`src/rtl/bt_cmd_parser_if.sv`:
```
// Byte-stream in / command-out bundle for bt_cmd_parser.
//   master : producer of rx_avail/rx_data and consumer of the cmd_* results
//   slave  : the parser itself
// Signals:
//   rx_avail     receiver byte available (level)
//   rx_data      receiver byte, stable while rx_avail=1
//   cmd_valid    1-cycle pulse, validated frame on cmd_*
//   cmd_code     CMD byte of last valid frame
//   cmd_len      LEN of last valid frame
//   cmd_payload  payload, byte0 in [7:0], unused bytes zero
//   frame_err    1-cycle pulse per dropped frame
//   err_cnt      saturating dropped-frame count
//   busy         parser is inside a frame
interface bt_cmd_parser_if #(
    parameter int MAX_LEN = 4
);
    logic                   rx_avail;
    logic [7:0]             rx_data;
    logic                   cmd_valid;
    logic [7:0]             cmd_code;
    logic [3:0]             cmd_len;
    logic [8*MAX_LEN-1:0]   cmd_payload;
    logic                   frame_err;
    logic [7:0]             err_cnt;
    logic                   busy;

    modport master (
        output rx_avail, rx_data,
        input  cmd_valid, cmd_code, cmd_len, cmd_payload, frame_err, err_cnt, busy
    );

    modport slave (
        input  rx_avail, rx_data,
        output cmd_valid, cmd_code, cmd_len, cmd_payload, frame_err, err_cnt, busy
    );
endinterface

```
`src/rtl/bt_cmd_parser.sv`:
```
// Framed command parser fed by the Bluetooth UART receiver.
// Frame: SYNC, CMD, LEN, PAYLOAD[LEN], CHK where CHK = XOR(CMD, LEN, payload).
// Ports:
//   clk_in   system clock
//   reset    asynchronous active-low reset
//   bus      bt_cmd_parser_if.slave (rx byte stream in, validated commands out)
// Bad checksum, oversize LEN or an inter-byte stall of TIMEOUT_CYC cycles drops
// the frame, pulses frame_err and bumps a saturating error counter.
module bt_cmd_parser #(
    parameter int         MAX_LEN     = 4,
    parameter int         TIMEOUT_CYC = 500000,
    parameter logic [7:0] SYNC_BYTE   = 8'hAA
) (
    input  logic           clk_in,
    input  logic           reset,
    bt_cmd_parser_if.slave bus
);
    localparam int TW = $clog2(TIMEOUT_CYC);
    localparam int IW = $clog2(MAX_LEN) + 1;
    localparam logic [TW-1:0] TMAX = TW'(TIMEOUT_CYC - 1);

    typedef enum logic [2:0] {
        S_IDLE,
        S_CMD,
        S_LEN,
        S_DATA,
        S_CHK
    } state_t;

    state_t                        r_state;
    logic                          r_avail_q;
    logic [TW-1:0]                 r_timer;
    logic [IW-1:0]                 r_idx;
    logic [7:0]                    r_chk;
    logic [7:0]                    r_cmd;
    logic [3:0]                    r_len;
    logic [MAX_LEN-1:0][7:0]       r_scratch;

    logic                          r_cmd_valid;
    logic [7:0]                    r_code;
    logic [3:0]                    r_len_o;
    logic [MAX_LEN-1:0][7:0]       r_payload;
    logic                          r_frame_err;
    logic [7:0]                    r_err_cnt;

    logic       w_stb;
    logic [7:0] w_byte;
    logic       w_timeout;
    logic       w_err;
    logic       w_last;

    // One accepted byte per rising edge of rx_avail, however long it is held.
    assign w_stb     = bus.rx_avail & ~r_avail_q;
    assign w_byte    = bus.rx_data;
    assign w_timeout = (r_state != S_IDLE) && (r_timer == TMAX);
    assign w_last    = (8'(r_idx) + 8'd1) == 8'(r_len);

    // A byte arriving on the timeout cycle takes precedence over the timeout.
    always_comb begin
        w_err = 1'b0;
        if (w_stb) begin
            w_err = ((r_state == S_LEN) && (w_byte > 8'(MAX_LEN))) ||
                    ((r_state == S_CHK) && (w_byte != r_chk));
        end else begin
            w_err = w_timeout;
        end
    end

    always_ff @(posedge clk_in or negedge reset) begin
        if (!reset) begin
            r_state     <= S_IDLE;
            r_avail_q   <= 1'b0;
            r_timer     <= '0;
            r_idx       <= '0;
            r_chk       <= '0;
            r_cmd       <= '0;
            r_len       <= '0;
            r_scratch   <= '0;
            r_cmd_valid <= 1'b0;
            r_code      <= '0;
            r_len_o     <= '0;
            r_payload   <= '0;
            r_frame_err <= 1'b0;
            r_err_cnt   <= '0;
        end else begin
            r_avail_q   <= bus.rx_avail;
            r_cmd_valid <= 1'b0;
            r_frame_err <= w_err;
            if (w_err && (r_err_cnt != 8'hFF))
                r_err_cnt <= r_err_cnt + 8'd1;

            if (w_stb || (r_state == S_IDLE) || w_timeout)
                r_timer <= '0;
            else
                r_timer <= r_timer + TW'(1);

            if (w_stb) begin
                unique case (r_state)
                    S_IDLE: begin
                        if (w_byte == SYNC_BYTE)
                            r_state <= S_CMD;
                    end
                    S_CMD: begin
                        r_cmd   <= w_byte;
                        r_chk   <= w_byte;
                        r_state <= S_LEN;
                    end
                    S_LEN: begin
                        r_len     <= w_byte[3:0];
                        r_chk     <= r_chk ^ w_byte;
                        r_idx     <= '0;
                        r_scratch <= '0;
                        if (w_byte > 8'(MAX_LEN))
                            r_state <= S_IDLE;
                        else if (w_byte == 8'd0)
                            r_state <= S_CHK;
                        else
                            r_state <= S_DATA;
                    end
                    S_DATA: begin
                        for (int i = 0; i < MAX_LEN; i++) begin
                            if (r_idx == IW'(i))
                                r_scratch[i] <= w_byte;
                        end
                        r_chk <= r_chk ^ w_byte;
                        r_idx <= r_idx + IW'(1);
                        if (w_last)
                            r_state <= S_CHK;
                    end
                    S_CHK: begin
                        if (w_byte == r_chk) begin
                            r_code      <= r_cmd;
                            r_len_o     <= r_len;
                            r_payload   <= r_scratch;
                            r_cmd_valid <= 1'b1;
                        end
                        r_state <= S_IDLE;
                    end
                    default: r_state <= S_IDLE;
                endcase
            end else if (w_timeout) begin
                r_state <= S_IDLE;
            end
        end
    end

    assign bus.cmd_valid   = r_cmd_valid;
    assign bus.cmd_code    = r_code;
    assign bus.cmd_len     = r_len_o;
    assign bus.cmd_payload = r_payload;
    assign bus.frame_err   = r_frame_err;
    assign bus.err_cnt     = r_err_cnt;
    assign bus.busy        = (r_state != S_IDLE);
endmodule

```
`src/flat_wrapper.sv`:
```
// flat-port wrapper written by rule: the top's interface ports become plain ports
module bt_cmd_parser_flat 
#(
    parameter int         MAX_LEN     = 4,
    parameter int         TIMEOUT_CYC = 500000,
    parameter logic [7:0] SYNC_BYTE   = 8'hAA
)
  (clk_in, reset, bus_rx_avail, bus_rx_data, bus_cmd_valid, bus_cmd_code, bus_cmd_len, bus_cmd_payload, bus_frame_err, bus_err_cnt, bus_busy);
  bt_cmd_parser_if #(.MAX_LEN(MAX_LEN)) bus_i ();
  input  logic clk_in;
  input  logic reset;
  input wire logic [$bits(bus_i.rx_avail)-1:0] bus_rx_avail;
  input wire logic [$bits(bus_i.rx_data)-1:0] bus_rx_data;
  output wire logic [$bits(bus_i.cmd_valid)-1:0] bus_cmd_valid;
  output wire logic [$bits(bus_i.cmd_code)-1:0] bus_cmd_code;
  output wire logic [$bits(bus_i.cmd_len)-1:0] bus_cmd_len;
  output wire logic [$bits(bus_i.cmd_payload)-1:0] bus_cmd_payload;
  output wire logic [$bits(bus_i.frame_err)-1:0] bus_frame_err;
  output wire logic [$bits(bus_i.err_cnt)-1:0] bus_err_cnt;
  output wire logic [$bits(bus_i.busy)-1:0] bus_busy;
  assign bus_i.rx_avail = bus_rx_avail;
  assign bus_i.rx_data = bus_rx_data;
  assign bus_cmd_valid = bus_i.cmd_valid;
  assign bus_cmd_code = bus_i.cmd_code;
  assign bus_cmd_len = bus_i.cmd_len;
  assign bus_cmd_payload = bus_i.cmd_payload;
  assign bus_frame_err = bus_i.frame_err;
  assign bus_err_cnt = bus_i.err_cnt;
  assign bus_busy = bus_i.busy;
  bt_cmd_parser #(.MAX_LEN(MAX_LEN), .TIMEOUT_CYC(TIMEOUT_CYC), .SYNC_BYTE(SYNC_BYTE)) u_core (.clk_in(clk_in), .reset(reset), .bus(bus_i));
endmodule
```
`config.mk`:
```
export PLATFORM = sky130hd
export DESIGN_NAME = bt_cmd_parser_flat
export DESIGN_NICKNAME = d
export VERILOG_FILES = /design/src/rtl/bt_cmd_parser_if.sv /design/src/rtl/bt_cmd_parser.sv /design/src/flat_wrapper.sv
export SDC_FILE = /design/constraint.sdc
export NUM_CORES = 1
export LEC_CHECK = 0
export ABC_AREA = 0
export CORE_MARGIN = 4
export CORE_UTILIZATION = 56
export DETAILED_ROUTE_END_ITERATION = 7
export GPL_TIMING_DRIVEN = 1
export PLACE_DENSITY = 0.8
export RECOVER_POWER = 50
export SETUP_SLACK_MARGIN = 0.2
export SYNTH_ARGS = -nofsm -noshare
export SYNTH_HDL_FRONTEND = slang
export SYNTH_SLANG_ARGS = --single-unit
```
`constraint.sdc`:
```
create_clock -name clk_in -period 2.8 [get_ports clk_in]
set_clock_uncertainty 0.2 [all_clocks]
set_input_delay 0.28 -clock clk_in [delete_from_list [all_inputs] [get_ports clk_in]]
set_output_delay 0.28 -clock clk_in [all_outputs]
set_load 0.005 [all_outputs]
```
# Word-level counts from Yosys, hierarchy flattened
# Index checks and enable logic that the tools add are counted.
[classes]
addsub = 4
magnitude_cmp = 1
eq_ne = 19
muxes = 19
bitwise = 3
n_reduce_logical = 25
[op_table]
columns = ["op", "count"]
rows = [
  ["case mux 32 bit (2 select lines)", 1],
  ["2-to-1 mux 8 bit", 4],
  ["adder 19 x 1 -> 19 bit, second input constant", 1],
  ["== test 19 bit, second input constant", 1],
  ["2-to-1 mux 19 bit", 1],
  ["2-to-1 mux 3 bit", 6],
  ["AND reduction 3 bit", 6],
  ["case mux 8 bit (2 select lines)", 1],
  ["== test 3 x 2 -> 1 bit, second input constant", 4],
  ["case mux 3 bit (4 select lines)", 1],
  ["adder 8 x 1 -> 8 bit, second input constant", 1],
  ["== test 8 x 4 -> 1 bit", 1],
  ["== test 8 bit", 1],
  ["== test 8 bit, second input constant", 1],
  ["> comparator 8 x 3 -> 1 bit, second input constant", 1],
  ["zero test 8 bit", 1],
  ["!= test 2 x 1 -> 1 bit, second input constant", 4],
  ["!= test 8 bit", 1],
  ["!= test 8 bit, second input constant", 1],
  ["AND reduction 2 bit", 4],
  ["bitwise XOR 8 bit", 1],
  ["== test 3 x 1 -> 1 bit, second input constant", 2],
  ["zero test 3 bit", 2],
  ["!= test 3 bit, second input constant", 2],
  ["other kinds (12)", 22],
]
[word_totals]
reg_bits = 132
in_bits = 11
output_inout_bits = 55
wordCells = 91

# Longest topological paths before layout
# Gate-level depths: netlist of the first run.
[logic_depth]
word_depth = 5
mapped_depth = 7
depth_no_buf = 7

# Worst setup path after synthesis of the first run
# No wires, ideal clock.
[synth_timing]
kind = "register -> register"
startpoint = "register u_core.r_state[0]"
endpoint = "register u_core.r_err_cnt[2] (netlist: u_core.bus.err_cnt[2])"
setup_time_ns = 0.126
arrival_ns = 1.758
t_required_ns = 2.474
path_slack_ns = 0.715
path_stages_with_launch = 8
n_path_buf = 1
synth_period_minus_slack_ns = 2.085
path_cell_list = "dfrtp_1 -> buf_4 -> or3_4 -> nand2_1 -> nor3_2 -> or3_4 -> and3_1 -> xor2_1"
[synth_between]
word_cells_on_any_way = 9
cone_classes = "eq/ne (2); mux (1); reduce/logical (6)"
[synth_rtl]
columns = ["item", "line", "source"]
rows = [
  ["start, declared", "bt_cmd_parser.sv:30", "state_t r_state;"],
  ["start signal, assigned", "bt_cmd_parser.sv:71", "r_state <= S_IDLE;"],
  ["start signal, assigned", "bt_cmd_parser.sv:101", "r_state <= S_CMD;"],
  ["start signal, assigned", "bt_cmd_parser.sv:106", "r_state <= S_LEN;"],
  ["nonzero test 3 bit", "-", ""],
  ["named net bus_busy", "flat_wrapper.sv:20", "output wire logic [$bits(bus_i.busy)-1:0] bus_busy;"],
  ["logical AND 1 bit", "bt_cmd_parser.sv:55", "assign w_timeout = (r_state != S_IDLE) && (r_timer == TMAX);"],
  ["2-to-1 mux 1 bit", "bt_cmd_parser.sv:61", "if (w_stb) begin"],
  ["named net u_core.w_err", "bt_cmd_parser.sv:49", "logic w_err;"],
  ["logical AND 1 bit", "bt_cmd_parser.sv:89", "if (w_err && (r_err_cnt != 8'hFF))"],
  ["end signal, assigned", "bt_cmd_parser.sv:90", "r_err_cnt <= r_err_cnt + 8'd1;"],
  ["end, declared", "bt_cmd_parser.sv:44", "logic [7:0] r_err_cnt;"],
]
# The timed path passes the listed nets, and every way through them passes these cells.
# A chain may end at the register's enable or synchronous reset.

# Final worst setup path of the first run
[layout_timing]
startpoint = "register u_core.r_state[0]"
endpoint = "output bus_busy"
[layout_between]
elab_chain_cells = 1
[layout_lines]
columns = ["item", "line", "source"]
rows = [
  ["nonzero test 3 bit", "bt_cmd_parser.sv:153", "assign bus.busy = (r_state != S_IDLE);"],
  ["end, declared", "flat_wrapper.sv:20", ""],
]
# No other way between the ends.

==> key figures, run 1 <==
Status
  – Outcome: complete, but fails checks
  – Failing checks: capacitance limit, slew limit

Placed design
  – GPL Wtd Cong: 0.843
  – Placed cell area: 6450 sq um
  – DPL Wire Length: 7.70 mm
  – Port buffer count: 65

Clock tree
  – Post_cts resized: 0
  – CTS tree: yes
  – Clock Latency Late Sink: 0.52 ns
  – Clock transition at path regs: approximately 0.060 ns
  – Clock Path Buffers: 2
  – Post-CTS Setup Inserts: 0
  – Num CTS Buffers: 17
  – CTS root buf: clkbuf_8
  – Clk sinks: ~130
  – Number of H-tree levels: 4
  – Hold buffers post-CTS: 2

Setup path
  – Cells on worst reg2reg path: 6
  – WP data arrival: approximately 2.1 ns
  – CP cell instances: or3_1 -> clkdlybuf4s50_1
  – CP Capture Type: output port
  – RR Endpoint: u_core.r_state[0]$_DFFE_PN0P_
  – Slowest stage delay, CP: between 0.5 and 0.6 ns
  – Crit-path max FO: 10
  – Crit Path Class: reg -> out
  – Critical path's top delay family: simple AND/OR/NAND/NOR gates
  – Worst EP required: ~2.3 ns
  – Crit Reg-Reg Startpoint: u_core.r_idx[0]$_DFFE_PN0P_
  – Worst path slowest cell: or3_1
  – Worst reg-to-reg setup slack: ~0.44 ns
  – Crit path buffers/inverters: 1
  – CP startpoint kind: register

Timing
  – Setup violators final: 0
  – Unrepaired setup endpoints after global routing: false
  – F_max: just under 400 MHz
  – Min Clock Period, post-route: around 2.5 ns
  – Crit share post-route: 0.903
  – Worst relative slew slack: -0.148
  – Actual slew at the worst max-slew pin: roughly 1.7 ns
  – Max-slew violations: 73
  – Setup tns final: 0 ns
  – Final Hold Viols: 0

Synthesis
  – Syn Nets: ~490
  – Synth top area share: 0.589
  – Post-synth ARST share: 1.00
  – EDFF count, synth: 0
  – Post-synthesis average cell area: 11.9 sq um
  – Post-synth top flop: dfrtp_1
  – Netlist cell types: 46
  – Ys Warns: 0
  – Area leader, netlist: dfrtp_1
  – Mapped Cells: 470
  – Yosys reg bits: approximately 130
  – Post-synth top cells: 132 x dfrtp_1, 68 x nand2_1, 58 x mux2_1
  – Seq/Total Area, Yosys: 0.589
  – Netlist Area Pre-Place: 5610 sq um
  – Area contributors post-synth: dfrtp_1 59%, mux2_1 12%, xor2_1 5.3%, nand2_1 4.6%, o21ai_1 3.2%
  – Top-count cell post-synth: dfrtp_1

Hold path
  – WHS Path Cells: 1
  – Hold EP: u_core.r_avail_q$_DFF_PN0_
  – Hold Crit Class: in -> reg
  – Hold Startpoint: bus_rx_avail

Global routing
  – Grt met2 use: 0.361
  – Number of antenna violations at the first check in global routing: 0
  – Met1 GRT Util: 0.287
  – Global route overflow: 0
  – Pin count of the biggest net entering global routing: 73
  – GR met3 Demand/Resource: 0.0585
  – First-pass GRT wire length: around 20 mm
  – Vias in the first global route: 4,043
  – GRT Util Overall: 0.225
  – Gr busiest metal: met2

Drt
  – Via count: around 3.8k
  – DRT iter0 DRCs: 200
  – Vias per inst: between 5 and 6
  – Total Wirelength: 11.8 mm
  – Drt drc: 0
  – Post-route ant nets: 0
  – Length of the first detailed-routing pass in iterations: 4
  – DR WL/cell: approximately 17 microns

Floorplanning
  – Die Wd: between 100 and 150 microns
  – Die ar.: 11,700 sq um
  – Initial Util: 0.574
  – FP Rows: 36
  – CORE AREA: 9770 sq um
  – IO Pins: 66
  – Die height: between 100 and 150 microns

Cells and area
  – # fillers: 702
  – Layout area overhead: 25.7%
  – Layout cell share with drive strength beyond 1: 0.0973
  – Antenna diode count: 0
  – Final Net Count: 571
  – Core Util, Final: 0.721
  – Post-route cell area: ~7000 sq um

Job
  – Number of max-cap violations: 1

Pwr
  – VDD IR max: between 400 and 500 uV
  – Lkg Pwr: around 3.2 nW
  – PwrDens: just under 800 nW/um^2
  – Total Power: 5.47 mW
[per-layer routing]
metal	part of all wire	wire length, microns
met2	0.50	5900
met5	0	0
met4	0.028	324
met1	0.43	5030
met3	0.044	514
[logic make-up after synthesis]
kind of cell | Yosys count | synth area share
AO/OA/AOI/OAI | 51 | 0.0516
XOR/XNOR | 43 | 0.0672
adder cells (fa/ha/maj) | 7 | 0.0156
buffers and inverters | 23 | 0.0199
flip-flops | 132 | 0.589
multiplexers | 59 | 0.119
AND/OR/NAND/NOR | 155 | 0.138
[how the worst max path moves through the flow]
stage,from,endpoint,slack (ns),cells after the start
after detailed placement,bus_rx_data[4],u_core.bus.err_cnt[1]$_DFFE_PN0P_,0.17,6
after CTS,u_core.r_state[0]$_DFFE_PN0P_,bus_busy,0.34,2
final,u_core.r_state[0]$_DFFE_PN0P_,bus_busy,0.27,2
after global placement,bus_rx_data[4],u_core.bus.err_cnt[2]$_DFFE_PN0P_,0.20,7
after floorplan,u_core.r_state[0]$_DFFE_PN0P_,u_core.bus.err_cnt[2]$_DFFE_PN0P_,0.72,7
after global routing,reset,u_core.bus.cmd_code[2]$_DFFE_PN0P_,0.17,3
[report_power, final]
| group | leakage (nW) | internal [mW] | switching [mW] | total, mW |
|---|---|---|---|---|
| clock | 0.292 | 1.47 | 0.777 | 2.24 |
| combinational | 1.15 | 0.353 | 0.475 | 0.827 |
| sequential | 1.80 | 2.17 | 0.226 | 2.40 |
[flip-flops by register name, summed over array words and instances (netlist names), 4 cells and up]
name and flops:
u_core.bus.cmd_len 4, u_core.r_timer 19, u_core.r_cmd 8, u_core.r_chk 8, u_core.r_scratch 32, u_core.r_len 4, u_core.bus.cmd_code 8, u_core.bus.cmd_payload 32
u_core.bus.err_cnt 8
[per-stage QoR]
stage | worst slack, ns | std cells | hold slack (ns)
3_3_place_gp | 0.199 | 665 | -0.0472
2_1_floorplan | 0.715 | 470 | -0.216
4_1_cts | 0.343 | 698 | 0.113
6_report | 0.271 | 698 | 0.250
3_5_place_dp | 0.165 | 665 | -0.0388
5_1_grt | 0.171 | 698 | 0.241
[layout make-up]
type | instances | area [sq um] | area share
flip-flops and latches | 132 | 3300 | 0.469
inverters | 8 | 30.0 | 0.00426
clock buffers | 23 | 487 | 0.0691
multi-input cells | 315 | 2180 | 0.310
well taps | 133 | 166 | 0.0236
clock inverters | 8 | 123 | 0.0174
repair buffers | 79 | 754 | 0.107
[layout by cell type, fill, tap and decap left out, types with 2 or more instances in the layout]
master           instances
nor4_2                   2
buf_4                    7
nand2_1                 68
and3_1                   3
clkbuf_16               16
and4b_1                  2
nand2b_1                 4
inv_1                    7
bufinv_16                3
o21ai_0                  2
clkdlybuf4s50_1         58
o21ai_1                 36
nor2_4                   2
nor4b_1                  2
a21oi_1                  7
clkbuf_2                 2
nand3_1                 14
nor3_1                   5
xnor2_1                  9
nor3_2                   2
xor2_1                  34
nand4_1                  4
clkinv_2                 2
dfrtp_1                132
nor2_1                  33
clkbuf_1                 4
dlygate4sd3_1            8
clkinvlp_4               3
ha_1                     7
clkbuf_8                 6
mux2_1                  58
Note: power is estimated with default switching activity, not from simulation.
==> inputs of run 2 (changes only) <==
--- a/config.mk
+++ b/config.mk
@@ -7,10 +7,10 @@
 export LEC_CHECK = 0
 export ABC_AREA = 0
 export CORE_MARGIN = 4
-export CORE_UTILIZATION = 56
+export CORE_UTILIZATION = 50
 export DETAILED_ROUTE_END_ITERATION = 7
 export GPL_TIMING_DRIVEN = 1
-export PLACE_DENSITY = 0.8
+export PLACE_DENSITY = 0.75
 export RECOVER_POWER = 50
 export SETUP_SLACK_MARGIN = 0.2
 export SYNTH_ARGS = -nofsm -noshare
==> constraint.sdc (replaced) <==
create_clock -name clk_in -period 2.1 [get_ports clk_in]
set_clock_uncertainty 0.2 [all_clocks]
set_input_delay 0.21 -clock clk_in [delete_from_list [all_inputs] [get_ports clk_in]]
set_output_delay 0.21 -clock clk_in [all_outputs]
set_load 0.005 [all_outputs]
==> run 2 against run 1 <==
Net effect: the run ends with setup timing left; via count is 3.9% higher; critical path depth is 4 higher; global-route usage is 1.2 points lower; power is 40% higher; worst hold slack worse by 0.098 ns; critical path type is now reg -> reg; routed wire length is 13% higher; count of clock-buffer cells in the layout is 3 lower; sequential share of layout area is 3.6 points lower; non-clock buffer count is 36 higher; first-iteration DRC count is 14% higher.
==> key figures, run 2 (synthesized netlist as in run 1, its figures left out) <==
Floorplanning
  – Die height: between 100 and 150 microns
  – CORE AREA: 10,900 sq um
  – FP Rows: 38
  – IO Pins: 66
  – Die ar.: about 13,000 sq um
  – Initial Util: 0.515
  – Die Wd: 114 microns

Timing
  – Setup tns final: -0.584 ns
  – Actual slew at the worst max-slew pin: between 0.9 and 1 ns
  – Final Hold Viols: 0
  – Unrepaired setup endpoints after global routing: true
  – F_max: between 400 and 500 MHz
  – Crit share post-route: 1.03
  – Setup violators final: 37
  – Worst relative slew slack: 0.341
  – Final WS setup: -0.0591 ns
  – Min Clock Period, post-route: around 2.2 ns
  – Max-slew violations: 0

Hold path
  – Hold EP: u_core.r_avail_q$_DFF_PN0_
  – Hold Crit Class: in -> reg
  – WHS Path Cells: 1
  – Hold Startpoint: bus_rx_avail

Clock tree
  – Num CTS Buffers: 17
  – CTS tree: yes
  – Clock Latency Late Sink: roughly 0.52 ns
  – Clock Path Buffers: 2
  – Number of H-tree levels: 4
  – Clock transition at path regs: 0.06 ns
  – Clk sinks: approximately 130
  – CTS root buf: clkbuf_8

Drt
  – Drt drc: 0
  – DRT iter0 DRCs: roughly 230
  – Post-route ant nets: 0
  – Vias per inst: around 5.4
  – Via count: between 3k and 4k
  – Total Wirelength: ~13 mm
  – Length of the first detailed-routing pass in iterations: 4
  – DR WL/cell: approximately 18 microns

Placed design
  – Port buffer count: 65
  – DPL Wire Length: ~8.5 mm
  – Placed Cells: just under 700
  – Placed cell area: 6740 sq um
  – GPL Wtd Cong: around 0.81

Job
  – Number of max-cap violations: 0

Setup path
  – Crit Path Class: reg -> reg
  – CP Capture Type: register
  – CP startpoint kind: register
  – Cells on worst reg2reg path: 6
  – Worst reg-to-reg setup slack: -0.06 ns
  – Crit-path max FO: 4
  – Crit Reg-Reg Startpoint: u_core.r_chk[2]$_DFFE_PN0P_
  – Worst EP required: about 2.3 ns
  – RR Endpoint: u_core.bus.err_cnt[2]$_DFFE_PN0P_
  – WP data arrival: 2.36 ns

Global routing
  – GRT Util Overall: 0.213
  – Number of antenna violations at the first check in global routing: 0
  – Pin count of the biggest net entering global routing: 49
  – Global route overflow: 0
  – Vias in the first global route: ~4.2k
  – First-pass GRT wire length: 21.4 mm

Cells and area
  – Layout area overhead: 36.2%
  – Post-route cell area: approximately 7600 sq um
  – Final Non-Filler Cells: roughly 740
  – Final Net Count: between 600 and 700
  – Most frequent cells in the layout: 127 x dfrtp_1, 60 x clkdlybuf4s50_1, 59 x nand2_1
  – Layout cell share with drive strength beyond 1: 0.252
  – Most common cell after layout, fill and taps aside: dfrtp_1
  – Antenna diode count: 0

Pwr
  – Total Power: around 7.7 mW
  – VDD IR max: roughly 540 uV
  – PwrDens: between 1000 and 1500 nW/um^2
  – Lkg Pwr: between 3 and 4 nW

Status
  – Failing checks: setup timing
  – Outcome: complete, but fails checks
run 2: cell count changes in the layout (fill, tap and decap cells not counted), moves of 3 or more:
cell and delta:
mux2_4 +21, buf_6 +5, dlygate4sd3_1 -6, dfrtp_1 -5, dfrtp_2 +5, mux2_1 -21, nand2_2 +9, nand2_1 -9
nor2_1 -3, clkbuf_8 -5, buf_4 +32
run 2: stage by stage:
stage               setup WS, ns  hold WS [ns]   util
detailed placement        -0.466        0.0300  0.619
global route              -0.158         0.145  0.702
finish                   -0.0591         0.152  0.702
CTS                      -0.0575        0.0191  0.686
floorplan                  0.130        -0.286      -
global placement          -0.449        0.0268  0.619
run 2: layout make-up:
type | instances | area (sq um)
Sequential cell | 132 | 3310
Multi-Input combinational cell | 315 | 2420
Clock buffer | 20 | 425
Fill cell | 751 | 3250
Clock inverter | 12 | 179
Inverter | 8 | 30.0
Tap cell | 140 | 175
Timing Repair Buffer | 115 | 1100
run 2: worst max-delay path by stage:
stage / from / endpoint / slack, ns / cells past startpoint
CTS: u_core.r_chk[2]$_DFFE_PN0P_ / u_core.bus.err_cnt[2]$_DFFE_PN0P_ / -0.06 / 6
floorplan: bus_rx_data[4] / u_core.bus.err_cnt[2]$_DFFE_PN0P_ / 0.13 / 6
detailed placement: bus_rx_data[5] / u_core.bus.err_cnt[2]$_DFFE_PN0P_ / -0.47 / 7
global placement: bus_rx_data[5] / u_core.bus.err_cnt[2]$_DFFE_PN0P_ / -0.45 / 7
global route: u_core.r_chk[7]$_DFFE_PN0P_ / u_core.bus.err_cnt[2]$_DFFE_PN0P_ / -0.16 / 6
finish: u_core.r_chk[2]$_DFFE_PN0P_ / u_core.bus.err_cnt[2]$_DFFE_PN0P_ / -0.06 / 6
run 2: where the power goes:
| group | switching (mW) | total (mW) | internal (mW) | leakage, nW |
|---|---|---|---|---|
| sequential | 0.283 | 3.19 | 2.90 | 1.79 |
| clock | 1.09 | 3.02 | 1.93 | 0.285 |
| combinational | 0.752 | 1.47 | 0.717 | 1.40 |
| total | 2.13 | 7.68 | 5.55 | 3.47 |
run 2: metal layers:
layer	part of all wire	vias to the layer above	track usage
met4	0.019	0	0.0705
met2	0.52	108	0.362
met5	0	-	0
met1	0.41	2009	0.264
li1	-	1846	-
met3	0.051	23	0.0568
run 2: worst max-delay path: stages, from the launching register on:
cell and delay, ns:
dfrtp_1 0.39, xor2_1 0.16, nor4_2 0.34, a21oi_1 0.20
or3_4 0.43, and3_4 0.18, xor2_1 0.14
run 2: what timing repair did:
item	in CTS	in global routing
pin swaps	6	5
hold buffers	1	0
hold endpoints to repair	132	0
buffers inserted	7	6
setup endpoints to repair	87	97
resized for setup	17	38
cloned	0	1
